$ cat src/rtl/ltc2308_responder.sv
// Target-side LTC2308 model: answers CONVST/SCK/SDI from the FPGA master with
// 12-bit samples taken from a parallel input, all pins oversampled on clk.
module ltc2308_responder #(
  parameter int SYNC_STAGES = 2,
  parameter int CONV_CYCLES = 80,
  parameter int NBITS       = 12,
  parameter int CFG_BITS    = 6
) (
  input  logic             FPGA_CLK1_50,
  input  logic             reset_n,
  input  logic             ADC_CONVST,
  input  logic             ADC_SCK,
  input  logic             ADC_SDI,
  output logic             ADC_SDO,
  input  logic [NBITS-1:0] sample_in,
  output logic [2:0]       sample_ch,
  output logic             sample_diff,
  output logic             sample_take,
  output logic             cfg_valid,
  output logic             frame_err,
  output logic             busy
);

  localparam int CNT_W = $clog2(CONV_CYCLES + 1);
  localparam int BIT_W = $clog2(NBITS + 1);

  localparam logic [CNT_W-1:0]    CNT_LOAD     = CNT_W'(CONV_CYCLES);
  localparam logic [CNT_W-1:0]    CNT_ONE      = CNT_W'(1);
  localparam logic [BIT_W-1:0]    BIT_ONE      = BIT_W'(1);
  localparam logic [BIT_W-1:0]    BIT_CFG      = BIT_W'(CFG_BITS);
  localparam logic [BIT_W-1:0]    BIT_CFG_LAST = BIT_W'(CFG_BITS - 1);
  localparam logic [BIT_W-1:0]    BIT_MAX      = BIT_W'(NBITS);
  localparam logic [CFG_BITS-1:0] CFG_RESET    = CFG_BITS'(6'b100010);

  typedef enum logic [1:0] {IDLE, CONVERT, READ} state_t;

  state_t state, state_d;

  logic [SYNC_STAGES-1:0] convst_sync, sck_sync, sdi_sync;
  logic                   convst_prev, sck_prev;
  logic                   convst_s, sck_s, sdi_s;
  logic                   conv_rise, sck_rise, sck_fall;

  logic [NBITS-1:0]    data_reg, conv_word;
  logic [CFG_BITS-1:0] cfg_reg;
  logic [CFG_BITS-2:0] cfg_shift;
  logic [CNT_W-1:0]    conv_cnt;
  logic [BIT_W-1:0]    bit_cnt;
  logic                slp_unused;

  always_ff @(posedge FPGA_CLK1_50 or negedge reset_n) begin
    if (!reset_n) begin
      convst_sync <= '0;
      sck_sync    <= '0;
      sdi_sync    <= '0;
      convst_prev <= 1'b0;
      sck_prev    <= 1'b0;
    end else begin
      convst_sync <= {convst_sync[SYNC_STAGES-2:0], ADC_CONVST};
      sck_sync    <= {sck_sync[SYNC_STAGES-2:0], ADC_SCK};
      sdi_sync    <= {sdi_sync[SYNC_STAGES-2:0], ADC_SDI};
      convst_prev <= convst_sync[SYNC_STAGES-1];
      sck_prev    <= sck_sync[SYNC_STAGES-1];
    end
  end

  assign convst_s   = convst_sync[SYNC_STAGES-1];
  assign sck_s      = sck_sync[SYNC_STAGES-1];
  assign sdi_s      = sdi_sync[SYNC_STAGES-1];
  assign conv_rise  = convst_s & ~convst_prev;
  assign sck_rise   = sck_s & ~sck_prev;
  assign sck_fall   = ~sck_s & sck_prev;
  assign slp_unused = cfg_reg[0];

  // UNI=0 selects bipolar output: flip the offset-binary MSB.
  assign conv_word = cfg_reg[CFG_BITS-5] ? sample_in
                                         : {~sample_in[NBITS-1], sample_in[NBITS-2:0]};

  always_ff @(posedge FPGA_CLK1_50 or negedge reset_n) begin
    if (!reset_n) state <= IDLE;
    else          state <= state_d;
  end

  always_comb begin
    state_d = state;
    unique case (state)
      IDLE:    if (conv_rise) state_d = CONVERT;
      CONVERT: if (conv_cnt <= CNT_ONE) state_d = READ;
      READ:    if (conv_rise) state_d = CONVERT;
      default: state_d = IDLE;
    endcase
  end

  always_comb begin
    busy    = (state == CONVERT);
    ADC_SDO = (state == READ) && !convst_s && data_reg[NBITS-1];
  end

  always_ff @(posedge FPGA_CLK1_50 or negedge reset_n) begin
    if (!reset_n) begin
      data_reg    <= '0;
      cfg_reg     <= CFG_RESET;
      cfg_shift   <= '0;
      conv_cnt    <= '0;
      bit_cnt     <= '0;
      sample_take <= 1'b0;
      cfg_valid   <= 1'b0;
      frame_err   <= 1'b0;
      sample_ch   <= '0;
      sample_diff <= 1'b0;
    end else begin
      sample_take <= 1'b0;
      cfg_valid   <= 1'b0;
      frame_err   <= 1'b0;
      sample_ch   <= {cfg_reg[CFG_BITS-3], cfg_reg[CFG_BITS-4], cfg_reg[CFG_BITS-2]};
      sample_diff <= ~cfg_reg[CFG_BITS-1];
      unique case (state)
        IDLE: begin
          if (conv_rise) begin
            data_reg    <= conv_word;
            sample_take <= 1'b1;
            conv_cnt    <= CNT_LOAD;
          end
        end
        CONVERT: begin
          if (conv_cnt != '0) conv_cnt <= conv_cnt - CNT_ONE;
          if (conv_cnt <= CNT_ONE) bit_cnt <= '0;
          if (conv_rise || sck_rise || sck_fall) frame_err <= 1'b1;
        end
        READ: begin
          // CONVST rise wins over a coincident SCK edge, which is dropped silently.
          if (conv_rise) begin
            data_reg    <= conv_word;
            sample_take <= 1'b1;
            conv_cnt    <= CNT_LOAD;
            if (bit_cnt < BIT_CFG) frame_err <= 1'b1;
          end else if ((sck_rise || sck_fall) && convst_s) begin
            frame_err <= 1'b1;
          end else if (sck_rise) begin
            if (bit_cnt < BIT_CFG) cfg_shift <= {cfg_shift[CFG_BITS-3:0], sdi_s};
            if (bit_cnt == BIT_CFG_LAST) begin
              cfg_reg   <= {cfg_shift, sdi_s};
              cfg_valid <= 1'b1;
            end
            if (bit_cnt < BIT_MAX) bit_cnt <= bit_cnt + BIT_ONE;
          end else if (sck_fall) begin
            data_reg <= {data_reg[NBITS-2:0], 1'b0};
          end
        end
        default: ;
      endcase
    end
  end

endmodule

$ cat config.mk
export PLATFORM = sky130hd
export DESIGN_NAME = ltc2308_responder
export DESIGN_NICKNAME = d
export VERILOG_FILES = /design/src/rtl/ltc2308_responder.sv
export SDC_FILE = /design/constraint.sdc
export NUM_CORES = 1
export LEC_CHECK = 0
export BUFFER_PORTS_ARGS = -buffer_cell sky130_fd_sc_hd__buf_4
export CAP_MARGIN = 20
export CORE_MARGIN = 2
export CORE_UTILIZATION = 40
export CTS_BUF_LIST = sky130_fd_sc_hd__clkbuf_8
export CTS_CLUSTER_SIZE = 24
export DETAILED_ROUTE_END_ITERATION = 8
export PLACE_DENSITY = 0.55
export SLEW_MARGIN = 20
export SYNTH_ARGS = -nofsm -noshare
export SYNTH_HDL_FRONTEND = slang
export SYNTH_SLANG_ARGS = --single-unit
$ cat constraint.sdc
create_clock -name FPGA_CLK1_50 -period 3.3 [get_ports FPGA_CLK1_50]
set_clock_uncertainty 0.1 [all_clocks]
set_input_delay 0.495 -clock FPGA_CLK1_50 [delete_from_list [all_inputs] [get_ports FPGA_CLK1_50]]
set_output_delay 0.495 -clock FPGA_CLK1_50 [all_outputs]
set_load 0.02 [all_outputs]
# Word-level counts from Yosys, hierarchy flattened
# Cells that the tools add are included.
[word_totals]
out_inout_bits = 9
regBits = 51
wordCells = 95
[classes]
n_addsub = 2
n_reduce_logical = 19
muxes = 31
n_eq_ne = 14
order_cmp = 3
n_bitwise = 10
[op_table]
columns = ["op", "n"]
rows = [
  ["two-way mux 12 bit", 6],
  ["one-hot mux 12 bit (2 select lines)", 1],
  ["two-way mux 4 bit", 5],
  ["AND reduction 5 bit", 3],
  ["two-way mux 7 bit", 2],
  ["one-hot mux 7 bit (2 select lines)", 1],
  ["two-way mux 1 bit", 11],
  ["!= test 3 bit, second input constant", 3],
  ["!= test 2 x 1 -> 1 bit, second input constant", 4],
  ["!= test 2 bit, second input constant", 4],
  ["one-hot mux 4 bit (2 select lines)", 1],
  ["<= comparator 7 x 1 -> 1 bit, second input constant", 1],
  ["inverter 1 bit", 7],
  ["nonzero test 7 bit", 1],
  ["subtractor 7 x 1 -> 7 bit, second input constant", 1],
  ["AND reduction 6 bit", 1],
  ["nonzero test 2 bit", 3],
  ["adder 4 x 1 -> 4 bit, second input constant", 1],
  ["== test 4 x 3 -> 1 bit, second input constant", 1],
  ["less-than comparator 4 x 3 -> 1 bit, second input constant", 1],
  ["less-than comparator 4 bit, second input constant", 1],
  ["two-way mux 2 bit", 2],
  ["one-hot mux 2 bit (2 select lines)", 1],
  ["AND 1 bit", 3],
  ["other kinds (10)", 14],
]

# Longest topological paths before layout
# Gate-level depths: netlist (run 1).
[logic_depth]
depth_word = 7
ltp_mapped = 8

# Least setup slack after synthesis (run 1)
# No wires, ideal clock.
[synth_timing]
kind = "reg2reg"
start = "register state[0]"
end = "register conv_cnt[4]"
setup_time_ns = 0.125
arrival_ns = 1.902
synth_period_minus_slack_ns = 2.127
required_time_ns = 3.075
slack_ns = 1.173
path_buffers = 1
stages_incl_launch_ff = 8
cell_sequence = "dfrtp_1 inv_1 ha_1 or2_2 clkbuf_1 mux2i_1 nor4_1 mux2_2"
[synth_between]
elab_chain_cells = 4
elab_cells_between_ends = 9
classes_between = "eq/ne (4); mux (1); reduce/logical (4)"
[synth_rtl]
columns = ["item", "line", "text"]
rows = [
  ["start: declaration", "37", "state_t state, state_d;"],
  ["start signal: assignment", "81", "else state <= state_d;"],
  ["== test 2 bit or zero test 2 bit (tied branches)", "117", "unique case (state)"],
  ["OR reduction 2 bit (no source line)", "n/a", ""],
  ["!= test 2 x 1 -> 1 bit (no source line) or nonzero test 2 bit (tied branches)", "n/a", ""],
  ["AND reduction 3 bit (no source line)", "n/a", ""],
  ["end signal: assignment", "126", "if (conv_cnt != '0) conv_cnt <= conv_cnt - CNT_ONE;"],
  ["end: declaration", "47", "logic [CNT_W-1:0] conv_cnt;"],
]
# Parallel ways exist; a longest one is shown, timed or not.
# A chain may end at the register's enable or synchronous reset.

# Worst setup path after layout (run 1)
[layout_timing]
start = "register state[0]"
end = "register data_reg[4]"
[layout_between]
elab_chain_cells = 3
elab_cells_between_ends = 9
classes_between = "eq/ne (5); mux (1); reduce/logical (3)"
[layout_rtl]
columns = ["item", "line", "text"]
rows = [
  ["== test 2 bit or zero test 2 bit (tied branches)", "117", ""],
  ["!= test 3 bit (no source line), or another cell as far along", "n/a", ""],
  ["AND reduction 5 bit (no source line)", "n/a", ""],
  ["end signal: assignment", "120", "data_reg <= conv_word;"],
  ["end signal: assignment", "133", "data_reg <= conv_word;"],
  ["end signal: assignment", "147", "data_reg <= {data_reg[NBITS-2:0], 1'b0};"],
  ["end: declaration", "44", "logic [NBITS-1:0] data_reg, conv_word;"],
]
# Parallel ways exist; a longest one is shown, timed or not.

==> metrics.md, run 1 <==
| Metric | Value |
|---|---|
| Pwr per Cell Area | `770.8 nW/um^2` |
| Async SR Flop Fraction | `1.000` |
| WL final | `4139 um` |
| Psw | `702.2 uW` |
| Syn Nets | `216` |
| Layout Utilization | `0.4884` |
| Post-synth top area share | `0.5093` |
| Critical path arrival | `2.54 ns` |
| Synth area leader | `dfrtp_1` |
| Stages on worst setup path | `6` |
| Antenna Nets Post-Route | `0` |
| Status | `completed` |
| Worst setup SP type | `flip-flop` |
| Post-route total power | `2.111 mW` |
| Final nets | `244` |
| CTS Root Cell | `clkbuf_8` |
| Inserted Clock Buffers | `5` |
| Post-CTS setup buffers | `0` |
| H-tree Lvls | `2` |
| Slew HR | `0.5853` |
| Antenna diode count | `0` |
| Worst-Skew Late Latency | `approximately 0.30 ns` |
| Worst-Margin Slew | `between 0.6 and 0.7 ns` |
| Total GRT Usage | `0.1380` |
| Avg Cell Area, Syn | `~13 sq um` |
| Top cells by area, synth | `dfrtp_1 51%, mux2_2 16%, ha_1 5.8%` |
| Post-route DRC | `0` |
| Post-Synthesis Cells | `~190` |
| Data required time of the worst path | `between 3 and 4 ns` |
| Avg WL per Cell | `about 14 um` |
| CP max stage delay | `between 0.4 and 0.5 ns` |
| Place WS | `0.8826 ns` |
| DIE HEIGHT | `~80 um` |
| DR WL met3 | `149 um` |
| Grt ovf | `0` |
| RSZ-0062 raised after global routing | `false` |
| Crit end category | `flip-flop` |
| Sequential share of power | `0.429` |
| Final WS setup | `0.8491 ns` |
| Setup TNS | `0 ns` |
| Worst ir drop on vdd | `approximately 0.30 mV` |
| Pin count of the biggest net entering global routing | `51` |
| Top Layer Used | `met4` |
| Clock sink count | `50` |
| Area of the multi-input gates | `1033 sq um` |
| Crit path time final | `roughly 2.5 ns` |
| Num rows | `27` |
| Main synth FF type | `dfrtp_1` |
| Sequential Area | `approximately 1300 sq um` |
| Switching part of the total | `0.3326` |
| Filler cell count | `532` |
| Metal-1 WL | `1939 um` |
| Largest fanout on the critical path | `13` |
| Crit path max-delay family | `flip-flops` |
| DRT iter0 DRCs | `40` |
| Post-CTS sizing | `0` |
| Yosys Warn Count | `0` |
| DRT Pass-1 Iters | `4` |
| Final hold vios | `0` |
| Combinational Power Share | `0.369` |
| Vias in the first global route | `1543` |
| # IOs | `26` |
| Max reg flops | `12` |
| CTS tree | `built` |
| Initial antenna violation count | `0` |
| Synthesized area | `approximately 2400 sq um` |
| I/O Buffers | `25` |
| Clk pin slew, worst setup/hold paths | `0.09 ns` |
| Endpoints failing setup | `0` |
| Clock Path Buffers | `2` |
| Layout area overhead | `16.13%` |
| Final Cycle Share | `0.7427` |
| HPWL Detailed | `2992 um` |
| Gpl congestion | `just over 0.8` |
| CP max-delay cell | `dfrtp_1` |
| Layout cells sized above 1 | `0.3456` |
| Slew Limit Fails | `0` |
| Yosys reg bits | `50` |
| Core area | `5608 sq um` |
| Leak | `1.265 nW` |
| Total of max-cap violations | `0` |
| WS Path Type | `flip-flop to flip-flop` |
| Starting Density | `0.4206` |
| Vias | `1531` |
| First-pass GRT wire length | `6955 um` |
| Yosys cell types | `44` |
| Ordered list of cells on the worst path | `inv_1 > ha_1 > nand2_1 > o21ai_0 > buf_4 > mux2_2` |
| Max Fclk | `about 410 MHz` |
| Met2 wire len | `2031 um` |
| Internal power | `between 1 and 1.5 mW` |
| Clock power share | `0.202` |
| Reg2Reg Depth | `6` |
| Number of synthesized flops with an enable pin | `0` |
| WHS | `0.08992 ns` |
| Bufs and invs on worst path | `2` |
| DR vias/cell | `5.298` |
| Sequential-to-total area share from yosys stat | `0.5316` |
| Worst hold path type | `primary input to asynchronous set/reset pin` |
| Die area | `6526 sq um` |
| Die Span X | `80.79 um` |
| Post-CTS Hold Fix Bufs | `0` |
-- per-stage QoR --
| step | cells | instance area (sq um) |
|---|---|---|
| floorplan | 188 | 2359 |
| global placement | 281 | 2625 |
| detailed placement | 281 | 2625 |
| CTS | 289 | 2739 |
| global route | 289 | 2739 |
| finish | 289 | 2739 |
-- worst register-to-register path, delay by kind of cell, from the launching register on --
family / cells / cell delay (ns)
DFF: 1 / 0.43
and+or+nand+nor: 1 / 0.42
adders and majority gates: 1 / 0.37
AOI/OAI and AO/OA: 1 / 0.35
muxes: 1 / 0.34
buffers and inverters: 2 / 0.33
-- cell usage after synthesis, types with 2 or more instances --
cell and count:
and3_1 3, a211o_1 3, o21ai_0 6, dfstp_2 2
inv_1 12, nor2b_1 3, nand2b_1 5, nand2_1 7
o31ai_1 4, o41ai_1 3, nand3b_1 2, nor2_1 4
nor4_1 4, clkbuf_1 3, o211ai_1 2, nand3_1 2
ha_1 11, dfrtp_1 48, buf_2 3, mux2_2 33
mux2i_1 2, or4_1 3, a21boi_0 2
-- placed cells by master, fill, tap and decap left out, drive strengths merged, types with 2 or more instances in the layout --
master,instances
mux2i,2
clkbuf,5
nor4,4
or4,3
a211o,3
o21ai,6
clkinvlp,2
dfstp,2
inv,12
nand3,2
o41ai,3
buf,27
and3,3
dfrtp,48
o31ai,4
nor2b,3
o31a,2
nand2b,5
nand2,7
o211ai,2
nand3b,2
ha,11
a21boi,3
mux2,33
nor2,5
-- logic make-up after synthesis --
group | synth area share
AO/OA/AOI/OAI | 0.1151
XOR/XNOR | 0.003714
adder cells (fa/ha/maj) | 0.05835
buffers and inverters | 0.03024
flip-flops | 0.5316
multiplexers | 0.1660
AND/OR/NAND/NOR | 0.09496
-- power by group through the flow --
stage / clock network, mW / logic (mW) / registers [mW]
2_1_floorplan: 0 / 0.603 / 0.885
5_1_grt: 0.471 / 0.863 / 0.930
3_3_place_gp: 0 / 0.759 / 0.909
4_1_cts: 0.443 / 0.784 / 0.904
3_5_place_dp: 0 / 0.778 / 0.917
6_report: 0.426 / 0.779 / 0.906
-- metal layers --
layer  vias to the layer above  GRT usage
met3                         2    0.04111
met4                         0    0.04068
met2                        29     0.2217
met5                         -          0
li1                        743          -
met1                       757     0.1817
-- final timing paths --
check                       startpoint          end  slack, ns
max in group asynchronous      reset_n     sck_prev       2.58
min in group FPGA_CLK1_50      ADC_SCK  sck_sync[0]       0.20
min reg2reg                sck_sync[0]  sck_sync[1]       0.26
max                           state[0]  data_reg[4]       0.85
min                            reset_n  conv_cnt[5]       0.09
max reg2reg                   state[0]  data_reg[4]       0.85
-- cell type report --
cell class                 count  area share
clock inverter                 3     0.01645
sequential                    50      0.4577
inverter                      12     0.01645
multi-input combinational    120      0.3773
tap                           72     0.03289
clock buffer                   5     0.02513
timing repair buffer          27     0.07401
Power figures use the tool's default switching activity.
==> run 2: changes to the inputs <==
==> constraint.sdc (replaced) <==
create_clock -name FPGA_CLK1_50 -period 2.3 [get_ports FPGA_CLK1_50]
set_clock_uncertainty 0.1 [all_clocks]
set_input_delay 0.345 -clock FPGA_CLK1_50 [delete_from_list [all_inputs] [get_ports FPGA_CLK1_50]]
set_output_delay 0.345 -clock FPGA_CLK1_50 [all_outputs]
set_load 0.02 [all_outputs]
==> metrics.md, run 2 (synthesis results as in run 1) <==
| Metric | Value |
|---|---|
| Final hold vios | `0 (unchanged)` |
| Place WS | `0.05928 ns (-0.8234 ns)` |
| Layout area overhead | `17.67%` |
| Finished Cell Area | `2775 sq um (+1.3%)` |
| Num rows | `27 (unchanged)` |
| Crit path to | `conv_cnt[3]` |
| Crit path launch | `state[0]` |
| Max Fclk | `455.9 MHz (+12%)` |
| Avg WL per Cell | `14.48 um (+1.1%)` |
| RSZ-0062 raised after global routing | `false` |
| Vias in the first global route | `1627 (+5.4%)` |
| Clock Path Buffers | `2 (unchanged)` |
| Post-route total power | `2.972 mW (+41%)` |
| Initial antenna violation count | `0 (unchanged)` |
| Crit end category | `flip-flop` |
| Die area | `6526 sq um (unchanged)` |
| HPWL Detailed | `3084 um (+3.1%)` |
| Data required time of the worst path | `2.41 ns (-0.98 ns)` |
| WS Path Type | `flip-flop to flip-flop` |
| Worst-Margin Slew | `0.6075 ns (+0.002738 ns)` |
| CTS Root Cell | `clkbuf_8` |
| Pin count of the biggest net entering global routing | `51 (unchanged)` |
| Crit path time final | `2.194 ns (-0.2573 ns)` |
| Area after DPL | `2655 sq um (+1.1%)` |
| Total of max-cap violations | `0 (unchanged)` |
| Worst R2R End | `conv_cnt[3]` |
| Slew HR | `0.5950 (+0.009709)` |
| # IOs | `26 (unchanged)` |
| Filler cell count | `537 (+0.94%)` |
| Worst-Skew Late Latency | `0.29 ns (about the same)` |
| Final Cycle Share | `0.9537 (+0.2110)` |
| Antenna diode count | `0 (unchanged)` |
| Clk pin slew, worst setup/hold paths | `0.09 ns (about the same)` |
| Layout cells sized above 1 | `0.3616 (+0.01599)` |
| Reg2reg start | `state[0]` |
| Setup slack, reg-to-reg | `0.11 ns (-0.74 ns)` |
| Grt ovf | `0 (unchanged)` |
| Gpl congestion | `0.8441 (+3.2%)` |
| Vias | `1573 (+2.7%)` |
| Most frequent cells in the layout | `48 x dfrtp_1, 33 x mux2_2, 33 x buf_4` |
| H-tree Lvls | `2 (unchanged)` |
| Stages on worst setup path | `6 (unchanged)` |
| Endpoints failing setup | `0 (unchanged)` |
| Reg2Reg Depth | `6 (unchanged)` |
| CTS tree | `built` |
| Worst setup SP type | `flip-flop` |
| DRT iter0 DRCs | `46 (+15%)` |
| Total GRT Usage | `0.1451 (+0.007113)` |
| Inserted Clock Buffers | `5 (unchanged)` |
| WL final | `4286 um (+3.6%)` |
| Crit path max-delay family | `simple AND/OR/NAND/NOR gates` |
| Max reg flops | `12 (unchanged)` |
| Most common cell after layout, fill and taps aside | `dfrtp_1` |
| Antenna Nets Post-Route | `0 (unchanged)` |
| DRT Pass-1 Iters | `4 (unchanged)` |
| Largest fanout on the critical path | `5 (-8)` |
| Worst hold path type | `primary input to flip-flop` |
| Status | `completed` |
| Bufs and invs on worst path | `1 (-1)` |
| Core area | `5608 sq um (unchanged)` |
| DIE HEIGHT | `80.79 um (unchanged)` |
| Die Span X | `80.79 um (unchanged)` |
| First-pass GRT wire length | `7210 um (+3.7%)` |
| Clock sink count | `50 (unchanged)` |
| Final nets | `251 (+2.9%)` |
| Slew Limit Fails | `0 (unchanged)` |
| Post-route DRC | `0 (unchanged)` |
| Pwr per Cell Area | `1071 nW/um^2 (+39%)` |
| Worst ir drop on vdd | `0.4758 mV (+60%)` |
| I/O Buffers | `25 (unchanged)` |
| Critical path arrival | `2.30 ns (-0.24 ns)` |
| CP max stage delay | `0.48 ns (+0.05 ns)` |
| Setup TNS | `0 ns (unchanged)` |
| Ordered list of cells on the worst path | `inv_1 > ha_1 > or2_2 > mux2i_2 > or4_1 > a21boi_0` |
| Final WS setup | `0.1064 ns (-0.7427 ns)` |
| CP max-delay cell | `or4_1` |
| DR vias/cell | `5.314 (+0.31%)` |
| Leak | `1.299 nW (+2.6%)` |
| Starting Density | `0.4206 (unchanged)` |
-- run 2: cell types whose count changed in the layout (fill, tap and decap cells not counted), sizes merged --
cell	before	now
buf	27	33
clkinvlp	2	0
bufinv	1	0
clkbuf	5	6
clkinv	0	1
dlygate4sd3	0	1
inv	12	13
-- run 2: timing repair --
| item | 4_1_cts | 5_1_grt |
|---|---|---|
| setup buffers | 0 | 2 |
| gates resized for setup | 0 | 1 |
| endpoints found under the setup margin | 0 | 3 |
| hold endpoints to repair | 48 | 0 |
| hold buffers | 1 | 0 |
-- run 2: worst min-delay path by stage --
| stage | slack [ns] | startpoint | endpoint | depth (start not counted) |
|---|---|---|---|---|
| global placement | 0.23 | convst_sync[0] | convst_sync[1] | 0 |
| global route | 0.03 | ADC_SCK | sck_sync[0] | 1 |
| floorplan | -0.05 | reset_n | bit_cnt[0] | 0 |
| CTS | 0.04 | ADC_SDI | sdi_sync[0] | 1 |
| detailed placement | 0.24 | sdi_sync[0] | sdi_sync[1] | 0 |
| finish | 0.05 | ADC_SDI | sdi_sync[0] | 1 |
-- run 2: metal layers --
metal  GRT usage  up-vias  routed length (um)
li1            -      754                   -
met1      0.1772      793                1967
met2      0.2367       22                2124
met3     0.04333        4                 144
met4     0.06780        0                  50
met5           0        -                   0
-- run 2: layout make-up --
| class | instances | area [sq um] | area share |
|---|---|---|---|
| Inverter | 12 | 45.04 | 0.01623 |
| Multi-Input combinational cell | 120 | 1037 | 0.3738 |
| Clock buffer | 6 | 82.58 | 0.02976 |
| Timing Repair Buffer | 34 | 257.7 | 0.09288 |
| Clock inverter | 2 | 8.758 | 0.003156 |
| Tap cell | 72 | 90.09 | 0.03246 |
| Sequential cell | 50 | 1254 | 0.4518 |
-- run 2: report_power, final --
| group | total (mW) | internal [mW] | leakage, nW | switching, mW |
|---|---|---|---|---|
| registers | 1.30 | 1.12 | 0.621 | 0.172 |
| logic | 1.18 | 0.613 | 0.625 | 0.564 |
| clock network | 0.501 | 0.238 | 0.0524 | 0.262 |
| total | 2.97 | 1.97 | 1.30 | 0.998 |
-- run 2: stage by stage --
stage	hold slack, ns	utilization	std cells
after floorplan	-0.05059	-	188
after global placement	0.2318	0.4734	285
after detailed placement	0.2371	0.4734	285
after CTS	0.04016	0.4915	294
after global routing	0.02957	0.4949	296
final	0.05215	0.4949	296
==> run 3: changes to the inputs <==
--- a/config.mk
+++ b/config.mk
@@ -12,6 +12,7 @@
 export CTS_BUF_LIST = sky130_fd_sc_hd__clkbuf_8
 export CTS_CLUSTER_SIZE = 24
 export DETAILED_ROUTE_END_ITERATION = 8
+export GPL_TIMING_DRIVEN = 0
 export PLACE_DENSITY = 0.55
 export SLEW_MARGIN = 20
 export SYNTH_ARGS = -nofsm -noshare
==> metrics.md, run 3 (synthesis results as in run 1) <==
| Metric | Value |
|---|---|
| Status | `completed` |
| Reg2Reg Depth | `5 (-1)` |
| Antenna Nets Post-Route | `0 (unchanged)` |
| Critical path arrival | `2.29 ns (about the same)` |
| DRT Pass-1 Iters | `4 (unchanged)` |
| Avg WL per Cell | `14.88 um (+2.8%)` |
| Largest fanout on the critical path | `7 (+2)` |
| Layout Utilization | `0.5009 (+0.006024)` |
| Most frequent cells in the layout | `48 x dfrtp_1, 33 x mux2_2, 29 x buf_4` |
| Total GRT Usage | `0.1468 (+0.001737)` |
| I/O Buffers | `25 (unchanged)` |
| Pwr per Cell Area | `1113 nW/um^2 (+3.9%)` |
| Clock sink count | `50 (unchanged)` |
| Cell count of the worst hold path | `1 (unchanged)` |
| Slew HR | `0.5862 (-0.008755)` |
| DR vias/cell | `5.321 (+0.13%)` |
| Vias in the first global route | `1637 (+0.61%)` |
| Die Span X | `80.79 um (unchanged)` |
| Internal power | `2.074 mW (+5.1%)` |
| Place WS | `-0.09909 ns (-0.1584 ns)` |
| Max Fclk | `454.1 MHz (-0.39%)` |
| Core area | `5608 sq um (unchanged)` |
| Inserted Clock Buffers | `5 (unchanged)` |
| # IOs | `26 (unchanged)` |
| Data required time of the worst path | `2.39 ns (-0.02 ns)` |
| Worst-Margin Slew | `0.6206 ns (+0.01313 ns)` |
| Total of max-cap violations | `0 (unchanged)` |
| Max reg flops | `12 (unchanged)` |
| H-tree Lvls | `2 (unchanged)` |
| Worst hold path type | `primary input to flip-flop` |
| Most common cell after layout, fill and taps aside | `dfrtp_1` |
| Final Cycle Share | `0.9574 (+0.003716)` |
| Antenna diode count | `0 (unchanged)` |
| Vias | `1575 (+0.13%)` |
| Filler cell count | `536 (-0.19%)` |
| Initial antenna violation count | `0 (unchanged)` |
| Layout area overhead | `19.10%` |
| Psw | `1.051 mW (+5.3%)` |
| CTS tree | `built` |
| Leak | `1.301 nW (+0.18%)` |
| Worst setup SP type | `flip-flop` |
| Post-route DRC | `0 (unchanged)` |
| Die area | `6526 sq um (unchanged)` |
| Endpoints failing setup | `0 (unchanged)` |
| Sequential share of power | `0.415 (-0.021)` |
| Final WS setup | `0.09788 ns (-0.008548 ns)` |
| Worst ir drop on vdd | `0.4358 mV (-8.4%)` |
| Worst-Skew Late Latency | `0.31 ns (+0.02 ns)` |
| DRT iter0 DRCs | `65 (+41%)` |
| RSZ-0062 raised after global routing | `false` |
| WS Path Type | `flip-flop to flip-flop` |
| Switching part of the total | `0.3364 (+0.0005907)` |
| CTS Root Cell | `clkbuf_8` |
| Crit end category | `flip-flop` |
| Final hold vios | `0 (unchanged)` |
| Grt ovf | `0 (unchanged)` |
| Layout cells sized above 1 | `0.3750 (+0.01339)` |
| Clock power share | `0.199 (+0.031)` |
| Crit path time final | `2.202 ns (+0.008548 ns)` |
| Slew Limit Fails | `0 (unchanged)` |
| Gpl congestion | `0.8135 (-3.6%)` |
| Combinational Power Share | `0.386 (-0.010)` |
| WL final | `4405 um (+2.8%)` |
| First-pass GRT wire length | `7424 um (+3.0%)` |
| Clk pin slew, worst setup/hold paths | `0.10 ns (about the same)` |
| Final nets | `251 (unchanged)` |
| DIE HEIGHT | `80.79 um (unchanged)` |
| Clock Path Buffers | `2 (unchanged)` |
| Pin count of the biggest net entering global routing | `51 (unchanged)` |
| HPWL Detailed | `3092 um (+0.27%)` |
| WHS | `0.04077 ns (-0.01137 ns)` |
| Starting Density | `0.4206 (unchanged)` |
| Num rows | `27 (unchanged)` |
==> run 3: timing repair <==
item | 4_1_cts | 5_1_grt
setup buffers | 1 | 2
hold buffers | 1 | 0
resized for setup | 5 | 3
setup endpoints to repair | 12 | 18
endpoints found under the hold margin | 48 | 0
==> run 3: power groups by stage <==
stage	clock network (mW)	registers (mW)	logic [mW]
final	0.622	1.30	1.21
after global routing	0.680	1.33	1.33
after CTS	0.644	1.29	1.17
after detailed placement	0	1.31	1.13
after global placement	0	1.30	1.08
after floorplan	0	1.27	0.866
==> run 3: area by class of cell <==
type,count,area [sq um],share of cell area
sequential,50,1254,0.4463
tap,72,90.09,0.03207
buffer,5,26.28,0.009354
inverter,12,45.04,0.01604
clock buffer,5,68.82,0.02450
multi-input combinational,120,1061,0.3777
clock inverter,3,43.79,0.01559
timing repair buffer,29,220.2,0.07840
==> run 3: per-stage QoR <==
step / std cells / TNS (ns) / instance area [sq um] / power (mW)
after floorplan: 188 / 0 / 2359 / 2.135
after global placement: 285 / -0.01908 / 2636 / 2.375
after detailed placement: 285 / -0.8779 / 2636 / 2.439
after CTS: 295 / 0 / 2780 / 3.108
after global routing: 296 / 0 / 2809 / 3.345
final: 296 / 0 / 2809 / 3.125
==> run 3: worst paths after layout <==
| kind | startpoint | endpoint | slack, ns |
|---|---|---|---|
| max | conv_cnt[3] | bit_cnt[0] | 0.1 |
| min | ADC_SCK | sck_sync[0] | 0.04 |
| max in group asynchronous | reset_n | conv_cnt[6] | 1.18 |
| min in group asynchronous | reset_n | conv_cnt[3] | 0.47 |
| max reg2reg | conv_cnt[3] | bit_cnt[0] | 0.1 |
| min reg2reg | sdi_sync[0] | sdi_sync[1] | 0.25 |
==> run 3: metal layers <==
layer	vias up	wire length (um)	track usage
li1	754	-	-
met1	776	2018	0.1833
met2	38	2152	0.2492
met3	7	173	0.03444
met4	0	61	0.05424
met5	-	0	0
==> run 3: worst max-delay path: stages, from the launching register on <==
cell	delay [ns]
dfrtp_1	0.43
or4_1	0.54
buf_2	0.18
o31a_4	0.33
a21o_1	0.20
a211o_1	0.30
